--- config.mk ---
export PLATFORM = sky130hd
export DESIGN_NAME = pitch_period_ctrl
export DESIGN_NICKNAME = d
export VERILOG_FILES = /design/src/rtl/pitch_period_ctrl.sv
export SDC_FILE = /design/constraint.sdc
export NUM_CORES = 1
export LEC_CHECK = 0
export BUFFER_PORTS_ARGS = -buffer_cell sky130_fd_sc_hd__buf_4
export CAP_MARGIN = 20
export CORE_UTILIZATION = 57
export DETAILED_ROUTE_END_ITERATION = 6
export GPL_TIMING_DRIVEN = 0
export PLACE_DENSITY = 0.75
export SYNTH_ARGS = -nofsm -noshare
export SYNTH_HDL_FRONTEND = slang
export SYNTH_SLANG_ARGS = --single-unit
--- constraint.sdc ---
create_clock -name clk -period 4.5 [get_ports clk]
set_input_delay 1.35 -clock clk [delete_from_list [all_inputs] [get_ports clk]]
set_output_delay 1.35 -clock clk [all_outputs]
set_load 0.005 [all_outputs]
--- src/rtl/pitch_period_ctrl.sv ---
// -----------------------------------------------------------------------------
// pitch_period_ctrl
//
// Measures the fundamental period of a mic sample stream by zero-crossing
// timing with hysteresis. A rising edge is accepted after DEBOUNCE consecutive
// samples below -THR followed by DEBOUNCE consecutive samples above +THR. The
// first accepted edge only arms the measurement. Each later edge closes one
// period. After N_AVG periods the set is checked for stability. A stable set
// is offered as an averaged period over a valid/ready handshake.
//
// Ports
//   clk           system clock
//   reset_n       asynchronous active-low reset
//   enable        run measurement; low forces IDLE and drops any pending result
//   sample        signed 16-bit mic sample
//   sample_we     sample strobe, at most one per clk
//   period_out    averaged period in samples, stable while period_valid
//   period_valid  result available
//   period_ready  consumer accepts result (transfer = valid & ready)
//   locked        last stability check passed
//   timeout       one-cycle pulse when no edge is accepted within TIMEOUT samples
// -----------------------------------------------------------------------------
module pitch_period_ctrl #(
   parameter int W_CNT     = 16,
   parameter int THR       = 120,
   parameter int DEBOUNCE  = 16,
   parameter int N_AVG     = 4,
   parameter int TOL_SHIFT = 3,
   parameter int TIMEOUT   = 4095
) (
   input  logic               clk,
   input  logic               reset_n,
   input  logic               enable,
   input  logic signed [15:0] sample,
   input  logic               sample_we,
   output logic [W_CNT-1:0]   period_out,
   output logic               period_valid,
   input  logic               period_ready,
   output logic               locked,
   output logic               timeout
);

   localparam int LOG_N = $clog2(N_AVG);
   localparam int SUM_W = W_CNT + LOG_N;
   localparam int DB_W  = $clog2(DEBOUNCE + 1);
   localparam int NP_W  = $clog2(N_AVG + 1);

   localparam logic signed [15:0] THR_POS = 16'(THR);
   localparam logic signed [15:0] THR_NEG = -THR_POS;
   localparam logic [DB_W-1:0]    DB_C    = DB_W'(DEBOUNCE);
   localparam logic [NP_W-1:0]    NP_C    = NP_W'(N_AVG);
   localparam logic [W_CNT-1:0]   TMO_C   = W_CNT'(TIMEOUT);

   typedef enum logic [2:0] {
      IDLE,
      WAIT_LOW,
      WAIT_HIGH,
      CHECK,
      OUTPUT
   } state_t;

   state_t            state_reg, state_next;
   logic [W_CNT-1:0]  samp_cnt_reg, samp_cnt_next;
   logic [DB_W-1:0]   cnt_lo_reg, cnt_lo_next;
   logic [DB_W-1:0]   cnt_hi_reg, cnt_hi_next;
   logic [NP_W-1:0]   n_per_reg, n_per_next;
   logic              armed_reg, armed_next;
   logic [SUM_W-1:0]  sum_reg, sum_next;
   logic [W_CNT-1:0]  min_reg, min_next;
   logic [W_CNT-1:0]  max_reg, max_next;
   logic [W_CNT-1:0]  period_out_reg, period_out_next;
   logic              valid_reg, valid_next;
   logic              locked_reg, locked_next;
   logic              timeout_reg, timeout_next;

   // Helper terms shared by the next-state logic.
   logic [W_CNT-1:0]  samp_inc;
   logic [DB_W-1:0]   cnt_lo_inc;
   logic [DB_W-1:0]   cnt_hi_inc;
   logic [NP_W-1:0]   n_per_inc;
   logic              is_low;
   logic              is_high;
   logic              lo_done;
   logic              hi_edge;
   logic [SUM_W-1:0]  avg_full;
   logic [SUM_W-1:0]  tol_full;
   logic [SUM_W-1:0]  spread_full;
   logic              stable;

   // The sample counter saturates instead of wrapping, so a period count can
   // never alias back to a small value.
   assign samp_inc   = (&samp_cnt_reg) ? samp_cnt_reg : samp_cnt_reg + 1'b1;
   assign cnt_lo_inc = cnt_lo_reg + 1'b1;
   assign cnt_hi_inc = cnt_hi_reg + 1'b1;
   assign n_per_inc  = n_per_reg + 1'b1;

   // Strict comparisons: a sample sitting exactly on a threshold does not qualify.
   assign is_low  = (sample < THR_NEG);
   assign is_high = (sample > THR_POS);

   assign lo_done = (state_reg == WAIT_LOW)  && sample_we && is_low  && (cnt_lo_inc == DB_C);
   assign hi_edge = (state_reg == WAIT_HIGH) && sample_we && is_high && (cnt_hi_inc == DB_C);

   // Stability check, carried at full sum width so that no bit is discarded
   // before the comparison. The average is truncated.
   assign avg_full    = sum_reg >> LOG_N;
   assign tol_full    = avg_full >> TOL_SHIFT;
   assign spread_full = SUM_W'(max_reg) - SUM_W'(min_reg);
   assign stable      = (spread_full <= tol_full);

   always_comb begin
      state_next      = state_reg;
      samp_cnt_next   = samp_cnt_reg;
      cnt_lo_next     = cnt_lo_reg;
      cnt_hi_next     = cnt_hi_reg;
      n_per_next      = n_per_reg;
      armed_next      = armed_reg;
      sum_next        = sum_reg;
      min_next        = min_reg;
      max_next        = max_reg;
      period_out_next = period_out_reg;
      valid_next      = valid_reg;
      locked_next     = locked_reg;
      timeout_next    = 1'b0;

      unique case (state_reg)
         IDLE: begin
            if (enable) begin
               state_next    = WAIT_LOW;
               samp_cnt_next = '0;
               n_per_next    = '0;
               armed_next    = 1'b0;
               cnt_lo_next   = '0;
               cnt_hi_next   = '0;
            end
         end

         WAIT_LOW, WAIT_HIGH: begin
            if (sample_we) begin
               samp_cnt_next = samp_inc;

               if (state_reg == WAIT_LOW) begin
                  if (lo_done) begin
                     cnt_lo_next = '0;
                     state_next  = WAIT_HIGH;
                  end else if (is_low) begin
                     cnt_lo_next = cnt_lo_inc;
                  end else begin
                     cnt_lo_next = '0;
                  end
               end else begin
                  if (hi_edge) begin
                     cnt_hi_next = '0;
                  end else if (is_high) begin
                     cnt_hi_next = cnt_hi_inc;
                  end else begin
                     cnt_hi_next = '0;
                  end
               end

               // An accepted edge on the very sample that would reach the
               // timeout still counts as an edge: the period closed in time.
               if (hi_edge) begin
                  samp_cnt_next = '0;
                  state_next    = WAIT_LOW;
                  if (!armed_reg) begin
                     armed_next = 1'b1;
                  end else begin
                     sum_next   = sum_reg + SUM_W'(samp_inc);
                     n_per_next = n_per_inc;
                     if (n_per_reg == '0) begin
                        min_next = samp_inc;
                        max_next = samp_inc;
                     end else begin
                        if (samp_inc < min_reg) min_next = samp_inc;
                        if (samp_inc > max_reg) max_next = samp_inc;
                     end
                     if (n_per_inc == NP_C) state_next = CHECK;
                  end
               end else if (samp_inc >= TMO_C) begin
                  timeout_next  = 1'b1;
                  locked_next   = 1'b0;
                  sum_next      = '0;
                  min_next      = '0;
                  max_next      = '0;
                  n_per_next    = '0;
                  armed_next    = 1'b0;
                  samp_cnt_next = '0;
                  cnt_lo_next   = '0;
                  cnt_hi_next   = '0;
                  state_next    = WAIT_LOW;
               end
            end
         end

         CHECK: begin
            if (stable) begin
               period_out_next = avg_full[W_CNT-1:0];
               valid_next      = 1'b1;
               locked_next     = 1'b1;
               state_next      = OUTPUT;
            end else begin
               // Keep armed: the edge that closed the last period starts the
               // next set, so measurement resumes without losing a period.
               locked_next = 1'b0;
               sum_next    = '0;
               min_next    = '0;
               max_next    = '0;
               n_per_next  = '0;
               state_next  = WAIT_LOW;
            end
         end

         OUTPUT: begin
            if (valid_reg && period_ready) begin
               valid_next    = 1'b0;
               sum_next      = '0;
               min_next      = '0;
               max_next      = '0;
               n_per_next    = '0;
               samp_cnt_next = '0;
               armed_next    = 1'b0;
               cnt_lo_next   = '0;
               cnt_hi_next   = '0;
               state_next    = WAIT_LOW;
            end
         end

         default: begin
            state_next = IDLE;
         end
      endcase

      // Disable overrides everything, including a result still on offer.
      if (!enable) begin
         state_next    = IDLE;
         valid_next    = 1'b0;
         locked_next   = 1'b0;
         timeout_next  = 1'b0;
         samp_cnt_next = '0;
         cnt_lo_next   = '0;
         cnt_hi_next   = '0;
         n_per_next    = '0;
         armed_next    = 1'b0;
         sum_next      = '0;
         min_next      = '0;
         max_next      = '0;
      end
   end

   always_ff @(posedge clk or negedge reset_n) begin
      if (!reset_n) begin
         state_reg      <= IDLE;
         samp_cnt_reg   <= '0;
         cnt_lo_reg     <= '0;
         cnt_hi_reg     <= '0;
         n_per_reg      <= '0;
         armed_reg      <= 1'b0;
         sum_reg        <= '0;
         min_reg        <= '0;
         max_reg        <= '0;
         period_out_reg <= '0;
         valid_reg      <= 1'b0;
         locked_reg     <= 1'b0;
         timeout_reg    <= 1'b0;
      end else begin
         state_reg      <= state_next;
         samp_cnt_reg   <= samp_cnt_next;
         cnt_lo_reg     <= cnt_lo_next;
         cnt_hi_reg     <= cnt_hi_next;
         n_per_reg      <= n_per_next;
         armed_reg      <= armed_next;
         sum_reg        <= sum_next;
         min_reg        <= min_next;
         max_reg        <= max_next;
         period_out_reg <= period_out_next;
         valid_reg      <= valid_next;
         locked_reg     <= locked_next;
         timeout_reg    <= timeout_next;
      end
   end

   assign period_out   = period_out_reg;
   assign period_valid = valid_reg;
   assign locked       = locked_reg;
   assign timeout      = timeout_reg;

endmodule

# == Word level (Yosys, flattened, before mapping) ==
# Index checks and enable logic that the tools add are counted.
# totals
in_bits,21
regBits,102
# op_classes
n_addsub,6
order_cmp,6
n_eq_ne,24
reduce_logical,21
n_mux,86
# op_table
operator,n
2-to-1 mux 16 bit,20
case mux 16 bit (3 select lines),3
2-to-1 mux 18 bit,7
2-to-1 mux 5 bit,15
case mux 18 bit (3 select lines),1
2-to-1 mux 3 bit,15
case mux 5 bit (3 select lines),2
case mux 3 bit (4 select lines),2
!= test 5 bit (second input constant),4
adder 18 x 16 -> 18 bit,1
less-or-equal comparator 18 x 13 -> 1 bit,1
!= test 3 bit (second input constant),6
subtractor 16 x 16 -> 17 bit,1
adder 16 x 1 -> 16 bit (second input constant),1
greater-or-equal comparator 16 x 12 -> 1 bit (second input constant),1
greater-than comparator 16 bit,1
greater-than comparator 16 x 8 -> 1 bit (second input constant),1
less-than comparator 16 bit,1
less-than comparator 16 x 8 -> 1 bit (second input constant),1
2-to-1 mux 1 bit,16
AND reduction 16 bit,1
AND reduction 7 bit,2
AND reduction 4 bit,3
AND reduction 6 bit,2
other kinds (18),35

# == Logic depth before layout (Yosys ltp) ==
# Gate-level depths: netlist of the first run.
# depth
ltp_word,11
mapped_depth,20
mapped_depth_nobuf,19

# == Worst setup path after synthesis of the first run ==
# No wires, ideal clock.
# synth_timing
kind,register to register
from,reg min_reg[2]
to,reg max_reg[10]
path_buffers,1
path_slack_ps,157
required_time_ps,4375
path_stages_with_launch,20
t_arrival_ps,4218
path_cell_list,dfrtp_1 > inv_1 > ha_1 > nor2b_1 > o31ai_1 > nand2b_1 > nor3_1 > o21ai_0 > a21oi_1 > xnor2_1 > ha_1 > a211oi_1 > nand2_1 > a2111oi_0 > o211ai_1 > mux2i_1 > a221oi_4 > o22ai_4 > buf_6 > mux2_4
# synth_via
elab_chain_cells,4
# synth_rtl
item,line,source
start: declaration,69,"logic [W_CNT-1:0] min_reg, min_next;"
start signal: assignment,274,min_reg <= min_next;
subtractor 16 x 16 -> 17 bit,108,assign spread_full = SUM_W'(max_reg) - SUM_W'(min_reg);
less-or-equal comparator 18 x 13 -> 1 bit,109,assign stable = (spread_full <= tol_full);
!= test 3 bit (no line),n/a,
AND reduction 7 bit (no line),n/a,
end signal: assignment,275,max_reg <= max_next;
end: declaration,70,"logic [W_CNT-1:0] max_reg, max_next;"
# Every way passes these cells.
# A chain may end at the register's enable or synchronous reset.

# == Worst setup path after layout of the first run ==
# layout_timing
from,reg min_reg[0]
to,reg min_reg[1]
# layout_via
elab_chain_cells,4
word_cells_on_any_way,6
# layout_rtl
item,line
subtractor 16 x 16 -> 17 bit,108
less-or-equal comparator 18 x 13 -> 1 bit,109
!= test 3 bit (no line),n/a
AND reduction 7 bit (no line) (*),n/a
# Every way passes the cells marked *; elsewhere a longest branch is shown, timed or not.

==> results of run 1 <==
[worst max-delay path, stage by stage, from the launching register on]
cell	delay [ps]
dfrtp_1	440
ha_4	170
fa_2	250
nor2b_4	60
o31ai_4	280
nand2b_1	140
nor3_2	230
o21ai_1	120
a21oi_2	170
xnor2_2	120
ha_4	310
buf_6	100
nand2_2	40
or4_4	490
o21ai_4	90
o211ai_1	140
mux2i_4	260
a221oi_4	130
o21ai_4	350
buf_12	190
mux2_4	310
[metrics by stage]
stage	std cells	utilization
finish	1087	0.693
global route	1087	0.693
CTS	1076	0.669
detailed placement	1048	0.628
global placement	1047	0.626
floorplan	833	-
[where the power goes]
group          internal, mW  total (mW)  switching, mW
registers             0.946       0.973         0.0270
logic                 0.443       0.986          0.543
clock network         0.502       0.860          0.359
[cell type report]
type / count / area share
Multi-Input combinational cell: 632 / 0.559
Sequential cell: 102 / 0.276
Inverter: 73 / 0.0296
Tap cell: 176 / 0.0238
Timing Repair Buffer: 64 / 0.0606
Buffer: 25 / 0.0169
Clock inverter: 5 / 0.00892
Clock buffer: 10 / 0.0258
[placed cells by master (no fill, tap or decap), types with 10 or more instances in the layout]
cell,synthesis,final
nor2_1,48,46
o21a_1,12,11
a21o_1,24,24
xnor2_1,25,21
nand2_1,56,54
nor3_1,23,22
a21oi_1,37,35
buf_4,1,54
clkbuf_16,0,10
nand3_1,20,20
inv_1,73,71
mux2_4,10,19
clkbuf_1,14,13
mux2_2,31,22
a31oi_1,15,14
o21ai_0,35,31
mux2i_1,29,27
dfrtp_1,102,102
nand2b_1,10,10
o211ai_1,10,10
nand4_1,18,18
ha_1,84,81
[kinds of logic after synthesis]
group                      count (synthesis)
adders and majority gates                 87
muxes                                     70
xor gates and xnor gates                  34
and+or+nand+nor                          238
AOI/OAI and AO/OA                        203
buffers and inverters                     99
DFF                                      102
[cell usage after synthesis, types with 4 or more instances]
cell and count:
xor2_1 9, or3_1 9, nor3_1 23, o22ai_1 4, nand2_1 56, mux2i_1 29, a211oi_1 12, and3_1 7
mux2_4 10, o31ai_1 7, o21ai_0 35, ha_1 84, dfrtp_1 102, a31oi_1 15, buf_2 7, or2_2 4
clkbuf_1 14, nor4_1 9, a22o_1 6, nor2b_1 5, or4_1 5, nand4_1 18, mux2_2 31, o21a_1 12
a21oi_1 37, o2bb2ai_1 4, a21o_1 24, nor2_1 48, xnor2_1 25, o211ai_1 10, nand2b_1 10, and2_1 8
inv_1 73, nand3_1 20
[metal layers]
layer / up-vias / routed length, um
met1: 3319 / 9400
met4: 0 / 404
met3: 30 / 1550
met2: 274 / 9910
met5: - / 0
li1: 3189 / -
[worst paths after layout]
check / to / slack, ps / depth (start not counted)
min in group asynchronous: period_out[10]$_DFFE_PN0P_ / 930 / 1
max: min_reg[1]$_DFFE_PN0P_ / -20 / 20
max reg2reg: min_reg[1]$_DFFE_PN0P_ / -20 / 20
min: period_out[3]$_DFFE_PN0P_ / 510 / 1
max in group asynchronous: cnt_hi_reg[0]$_DFFE_PN0P_ / 2890 / 2
min reg2reg: period_out[3]$_DFFE_PN0P_ / 510 / 1
[what timing repair did]
action / CTS / global route
setup buffers: 13 / 11
pin swaps: 10 / 27
gates cloned: 0 / 1
gates resized for setup: 25 / 47
setup endpoints to repair: 73 / 61
hold buffers: 0 / 0
==> metrics.txt, run 1 <==
status=complete, but fails checks; failing checks=negative setup slack; worst slew pin tran=951 ps; Pleak=4.44 nW; CTS tree=built; minimum clock period=4520 ps; Design Area, Final=9250 sq um; Buffers on Ports=38; largest net degree at the start of global routing=73; setup violators final=9; worst-skew pair later-pin latency=approximately 360 ps; Fin Clk Skew=10.9 ps; WP data required=about 4700 ps; share of layout cells above drive strength 1=0.204; EDFF count, synth=0; Syn-to-layout area delta=17.8%; Simple-Gate Fraction of Synth Area=0.160; Synth area leaders=dfrtp_1, ha_1, mux2_2; Starting Density=0.588; main combinational cell family by area after synthesis=compound AO/OA/AOI/OAI gates; Slew Viols, Final=0; mapped cell area=7850 sq um; first-pass GRT wire length=33300 um; post-synthesis adder-cell area fraction=0.140; Setup crit start=min_reg[0]$_DFFE_PN0P_; layout net count=1014; dpl hpwl=15800 um; max-cap violations=0; RSZ-0062 raised after global routing=true; Max clock buf depth=2; Synth area leader=dfrtp_1; peak supply drop=0.000247 V; FP Rows=42; setup ws final=-19.7 ps; Hold Fails Final Rpt=0; Die W=approximately 120 um; Core Region=around 13000 sq um; Die Ht=119 um; DRC viols=0; placed inst area=8390 sq um; met2 Usage GRT=0.472; post-synthesis mux area share=0.101; fin crit share=1.00; #FFs+latches synth=102; setup slack at placement=-1220 ps; final WL=between 20000 and 25000 um; via count=6812; Tightest Hold Check Type=reg -> reg; Fmax=221 MHz; CTS H-tree depth=3; PD cells=slightly above 300 nW/um^2; total negative setup slack=-56.4 ps; gr ovfl total=0; Antenna diodes=0; number of global-route vias before repair=6531; Reg clk slew, reported paths=70 ps; drt wl/cell=a little under 20 um; crit start category=flop; WHS=509 ps; Pre-Repair DR Iteration Count=5; total power=2.82 mW; post-synth net total=940; max reg flops=18; register area=2550 sq um; Total GRT Usage=0.303; initial antenna violation count=0; Worst Hold Launch=period_out[3]$_DFFE_PN0P_; clock root buffer=clkbuf_16; Post-synth ARST share=1.00; post-synthesis xor/xnor area fraction=0.0379; number of DRC markers in iteration 0=565; yosys synthesis warning count=0; Final ANT Viol Nets=0; Reg-to-Reg Start=min_reg[0]$_DFFE_PN0P_; post-synthesis cell type count=76; Synth Flop Type=dfrtp_1; compound-gate portion of the synthesized area=0.184; most used routing layer in global routing=met2; number of buffers created by CTS=9; IO Pins=40; GPL Wtd Cong=0.924; crit path DAT=4760 ps; Synth top area share=0.325; Mapped Cells=833; Setup CP Type=reg -> reg; relative slew slack=0.348; drt via density=~6.3; Worst Path Max Fanout=5; Seq/Total Area, Yosys=0.325; FILL cells=just over 1k; GR Util met3=0.0723; total clock sinks=between 100 and 150; critical path capture point type=flop; Avg Inst Size Synth=roughly 9.4 sq um; met1 usage=0.420; DIE AREA=14200 sq um; multi-input logic area=5170 sq um
Power figures use the tool's default switching activity.
==> run 2, diff against run 1 <==
Settings changed: CORE_UTILIZATION 57 to 65, PLACE_DENSITY 0.75 to 0.81.
Clock period 4.5 ns to 5.75 ns, I/O delays scaled along.
==> metrics.txt, run 2 (same netlist as run 1, synthesis figures left out) <==
Total GRT Usage=0.339; Setup Buffers After CTS=0; Pre-Repair DR Iteration Count=7; initial antenna violation count=0; FP Rows=39; via count=6788; IO Pins=40; PD cells=226 nW/um^2; DRC viols=1; fin crit share=0.952; final WL=20400 um; Final ANT Viol Nets=0; relative slew slack=0.361; setup ws final=275 ps; Core Region=11600 sq um; Hold Fails Final Rpt=0; CTS tree=built; setup violators final=0; setup slack at placement=227 ps; GPL Wtd Cong=0.992; placed inst area=8340 sq um; Reg2Reg Depth=18; part of the power in registers=0.390; reg2reg setup slack=280 ps; R2R Path End=max_reg[11]$_DFFE_PN0P_; commonest non-fill, non-tap cell in the layout=dfrtp_1; Worst Path Max Fanout=10; Net Sw Power=approximately 690 uW; crit start category=flop; worst-skew pair later-pin latency=360 ps; fin util=0.743; clock share of power=0.302; fin cells=between 1k and 1.5k; Reg clk slew, reported paths=70 ps; Setup CP Type=reg -> reg; first-pass GRT wire length=33200 um; Slew Viols, Final=0; max-cap violations=0; Die Ht=112 um; status=complete, but fails checks; peak supply drop=0.000224 V; Design Area, Final=between 8000 and 9000 sq um; multi-input logic area=4900 sq um; total negative setup slack=0 ps; Pleak=4.18 nW; crit path DAT=5720 ps; Hold Path End=period_out[15]$_DFFE_PN0P_; layout net count=990; hold_buf cts=0; register area=around 2600 sq um; largest net degree at the start of global routing=63; FILL cells=around 870; Die W=between 100 and 150 um; drt via density=6.58; WP data required=5990 ps; number of DRC markers in iteration 0=561; critical path capture point type=flop; total clock sinks=102; Max clock buf depth=2; Starting Density=0.676; Net Sw Frac=0.353; Tightest Hold Check Type=reg -> reg; number of global-route vias before repair=around 6.8k; RSZ-0062 raised after global routing=false; share of layout cells above drive strength 1=0.146; worst slew pin tran=931 ps; Fmax=between 150 and 200 MHz; Syn-to-layout area delta=9.85%; number of buffers created by CTS=9; share of power burned in combinational logic=0.309; clock root buffer=clkbuf_16; Power Internal=1.26 mW; CTS H-tree depth=3; total power=1.95 mW; WHS=508 ps; Worst Hold Launch=period_out[15]$_DFFE_PN0P_; minimum clock period=5470 ps; max reg flops=18; DIE AREA=about 13000 sq um; Antenna diodes=0; failing checks=design-rule violations; post-CTS sizing=0; dpl hpwl=15700 um; gr ovfl total=0; drt wl/cell=19.8 um; Buffers on Ports=38; Hold Path Stages=1; Reg-to-Reg Start=max_reg[2]$_DFFE_PN0P_; Fin Clk Skew=9.99 ps; commonest cells after routing, fill and taps aside=dfrtp_1, ha_1, inv_1, nand2_1, nor2_1; Inst Count DP=1015
-- run 2: cell count changes in the layout (fill, tap and decap cells not counted), sizes merged --
cell and change:
clkinvlp +1, clkbuf -1, buf -24, bufinv -2, inv +2, clkinv +1
-- run 2: layer usage --
| metal | global-route usage | part of all wire |
|---|---|---|
| met1 | 0.438 | 0.42 |
| met2 | 0.564 | 0.48 |
| met3 | 0.0800 | 0.076 |
| met4 | 0.101 | 0.022 |
| met5 | 0 | 0 |
-- run 2: cell type report --
type,count,share of cell area
plain buffers,26,0.0155
flip-flops and latches,102,0.296
well taps,143,0.0207
clock buffers,9,0.0261
multi-input cells,632,0.568
inverters,73,0.0318
repair buffers,39,0.0354
clock inverters,7,0.00653
-- run 2: power groups by stage --
stage | registers [mW] | logic (mW) | clock network [mW]
2_1_floorplan | 0.771 | 0.411 | 0
3_3_place_gp | 0.773 | 0.567 | 0
3_5_place_dp | 0.774 | 0.586 | 0
4_1_cts | 0.760 | 0.591 | 0.598
5_1_grt | 0.763 | 0.650 | 0.621
6_report | 0.761 | 0.603 | 0.589
-- run 2: worst max path at each step --
stage | depth (start not counted) | endpoint | slack, ps | startpoint
finish | 18 | max_reg[11]$_DFFE_PN0P_ | 280 | max_reg[2]$_DFFE_PN0P_
global route | 19 | max_reg[11]$_DFFE_PN0P_ | 40 | min_reg[2]$_DFFE_PN0P_
CTS | 17 | period_out[11]$_DFFE_PN0P_ | 170 | max_reg[2]$_DFFE_PN0P_
detailed placement | 17 | period_out[11]$_DFFE_PN0P_ | 230 | max_reg[2]$_DFFE_PN0P_
global placement | 19 | period_out[13]$_DFFE_PN0P_ | 300 | max_reg[0]$_DFFE_PN0P_
floorplan | 10 | max_reg[10]$_DFFE_PN0P_ | 1330 | sample_we
-- run 2: worst max-delay path: stages (launching register included) --
cell and delay, ps:
dfrtp_1 430, ha_1 350, nor2b_1 160, o31ai_1 430, nand2b_1 150, nor3_1 240
o21ai_0 110, a21oi_1 180, xnor2_1 150, ha_1 300, a211oi_1 260, nand2_1 100
a2111oi_1 580, o211ai_1 230, mux2i_2 440, a221oi_4 210, o22ai_4 430, buf_6 270
mux2_4 320
==> run 3, diff against run 2 <==
Settings changed: CORE_UTILIZATION 65 to 63, PLACE_DENSITY 0.81 to 0.79, SETUP_SLACK_MARGIN set to 0.4.
Clock period 5.75 ns to 5.2 ns, I/O delays scaled along.
==> metrics.txt, run 3 (same netlist as run 1, synthesis figures left out) <==
WP data required=5460 ps; critical path capture point type=flop; Final ANT Viol Nets=0; largest net degree at the start of global routing=56; Syn-to-layout area delta=12.5%; commonest non-fill, non-tap cell in the layout=dfrtp_1; drt via density=6.38; Core Region=12100 sq um; peak supply drop=0.000261 V; Slew Viols, Final=0; gr ovfl total=0; Max clock buf depth=2; layout net count=approximately 1.0k; CTS tree=built; final WL=20600 um; DIE AREA=12900 sq um; crit path DAT=4910 ps; Worst Path Max Fanout=8; Hold Fails Final Rpt=0; relative slew slack=0.273; via count=6791; first-pass GRT wire length=33300 um; clock root buffer=clkbuf_16; Buffers on Ports=38; GPL Wtd Cong=0.938; fin crit share=0.894; Fmax=about 220 MHz; Fin Clk Skew=12.3 ps; worst slew pin tran=1080 ps; hold_buf cts=0; placed inst area=between 8000 and 9000 sq um; max reg flops=18; FP Rows=40; Die Ht=114 um; drt wl/cell=19.4 um; Tightest Hold Check Type=reg -> reg; Design Area, Final=8840 sq um; number of buffers created by CTS=9; multi-input logic area=about 5000 sq um; number of DRC markers in iteration 0=554; total clock sinks=102; RSZ-0062 raised after global routing=false; Reg clk slew, reported paths=roughly 70 ps; fin cells=1065; total power=2.19 mW; setup violators final=0; minimum clock period=4650 ps; total negative setup slack=0 ps; IO Pins=40; initial antenna violation count=0; Inst Count DP=around 1.0k; WHS=506 ps; dpl hpwl=15800 um; PD cells=248 nW/um^2; max-cap violations=0; commonest cells after routing, fill and taps aside=dfrtp_1, ha_1, inv_1, nand2_1, buf_4; Setup CP Type=reg -> reg; Antenna diodes=0; CTS H-tree depth=3; status=finished, final reports clean; DRC viols=0; worst-skew pair later-pin latency=370 ps; Pre-Repair DR Iteration Count=5; Die W=114 um; register area=2550 sq um; Pleak=4.26 nW; Total GRT Usage=0.335; share of layout cells above drive strength 1=0.169; crit start category=flop; Starting Density=0.651; FILL cells=between 800 and 900; number of global-route vias before repair=~6.6k
-- run 3: cell count changes in the layout (fill, tap and decap cells not counted), moves of 2 or more --
| cell | delta |
|---|---|
| buf_4 | +10 |
| clkinvlp_4 | +3 |
| a211oi_1 | -2 |
| a211oi_2 | +2 |
| inv_6 | -2 |
| o21ai_0 | -2 |
-- run 3: cell type report --
cell class                      instances  share of cell area
Buffer                                 26              0.0163
Timing Repair Buffer                   49              0.0439
Inverter                               73              0.0310
Sequential cell                       102               0.289
Clock buffer                            9              0.0255
Clock inverter                          6             0.00538
Tap cell                              168              0.0238
Multi-Input combinational cell        632               0.565
-- run 3: path summary, 6_finish.rpt --
kind                                             start                         end  slack (ps)  cells past startpoint
max                        samp_cnt_reg[1]$_DFFE_PN0P_     sum_reg[16]$_DFFE_PN0P_         550                     17
min                         period_out[11]$_DFFE_PN0P_  period_out[11]$_DFFE_PN0P_         510                      1
max reg2reg                samp_cnt_reg[1]$_DFFE_PN0P_     sum_reg[16]$_DFFE_PN0P_         550                     17
min reg2reg                 period_out[11]$_DFFE_PN0P_  period_out[11]$_DFFE_PN0P_         510                      1
max in group asynchronous                      reset_n   cnt_hi_reg[3]$_DFFE_PN0P_        3280                      2
min in group asynchronous                      reset_n     sum_reg[11]$_DFFE_PN0P_        1220                      1
-- run 3: stage by stage --
step | setup WS [ps] | utilization
final | 550 | 0.733
after global routing | 348 | 0.733
after CTS | 422 | 0.722
after detailed placement | -383 | 0.694
after global placement | -298 | 0.692
after floorplan | 857 | -
-- run 3: routing by layer --
metal / track usage / wire [um]
met3: 0.0781 / 1590
met1: 0.442 / 8870
met4: 0.103 / 548
met2: 0.545 / 9600
met5: 0 / 0
-- run 3: where the power goes --
part           total (mW)  leakage [nW]  internal (mW)  switching [mW]
combinational       0.705          2.71          0.280           0.425
sequential          0.841          1.42          0.819          0.0225
clock               0.648         0.120          0.324           0.324
total                2.19          4.26           1.42           0.771
-- run 3: repair_timing --
action	in CTS	in global routing
endpoints found under the setup margin	71	62
pin swaps	2	4
gates resized for setup	8	16
setup buffers	4	6
-- run 3: worst max-delay path: stages, from the launching register on --
cell and delay [ps]:
dfrtp_1 460, ha_1 180, buf_2 180, nand3_2 210
nor4_4 370, buf_4 210, xor2_2 290, inv_1 90
ha_1 230, fa_1 430, a211oi_1 340, o21ai_0 280
a41oi_2 370, o21ai_0 170, nand3_1 100, nand4b_1 240
mux2i_1 200, a21o_1 160
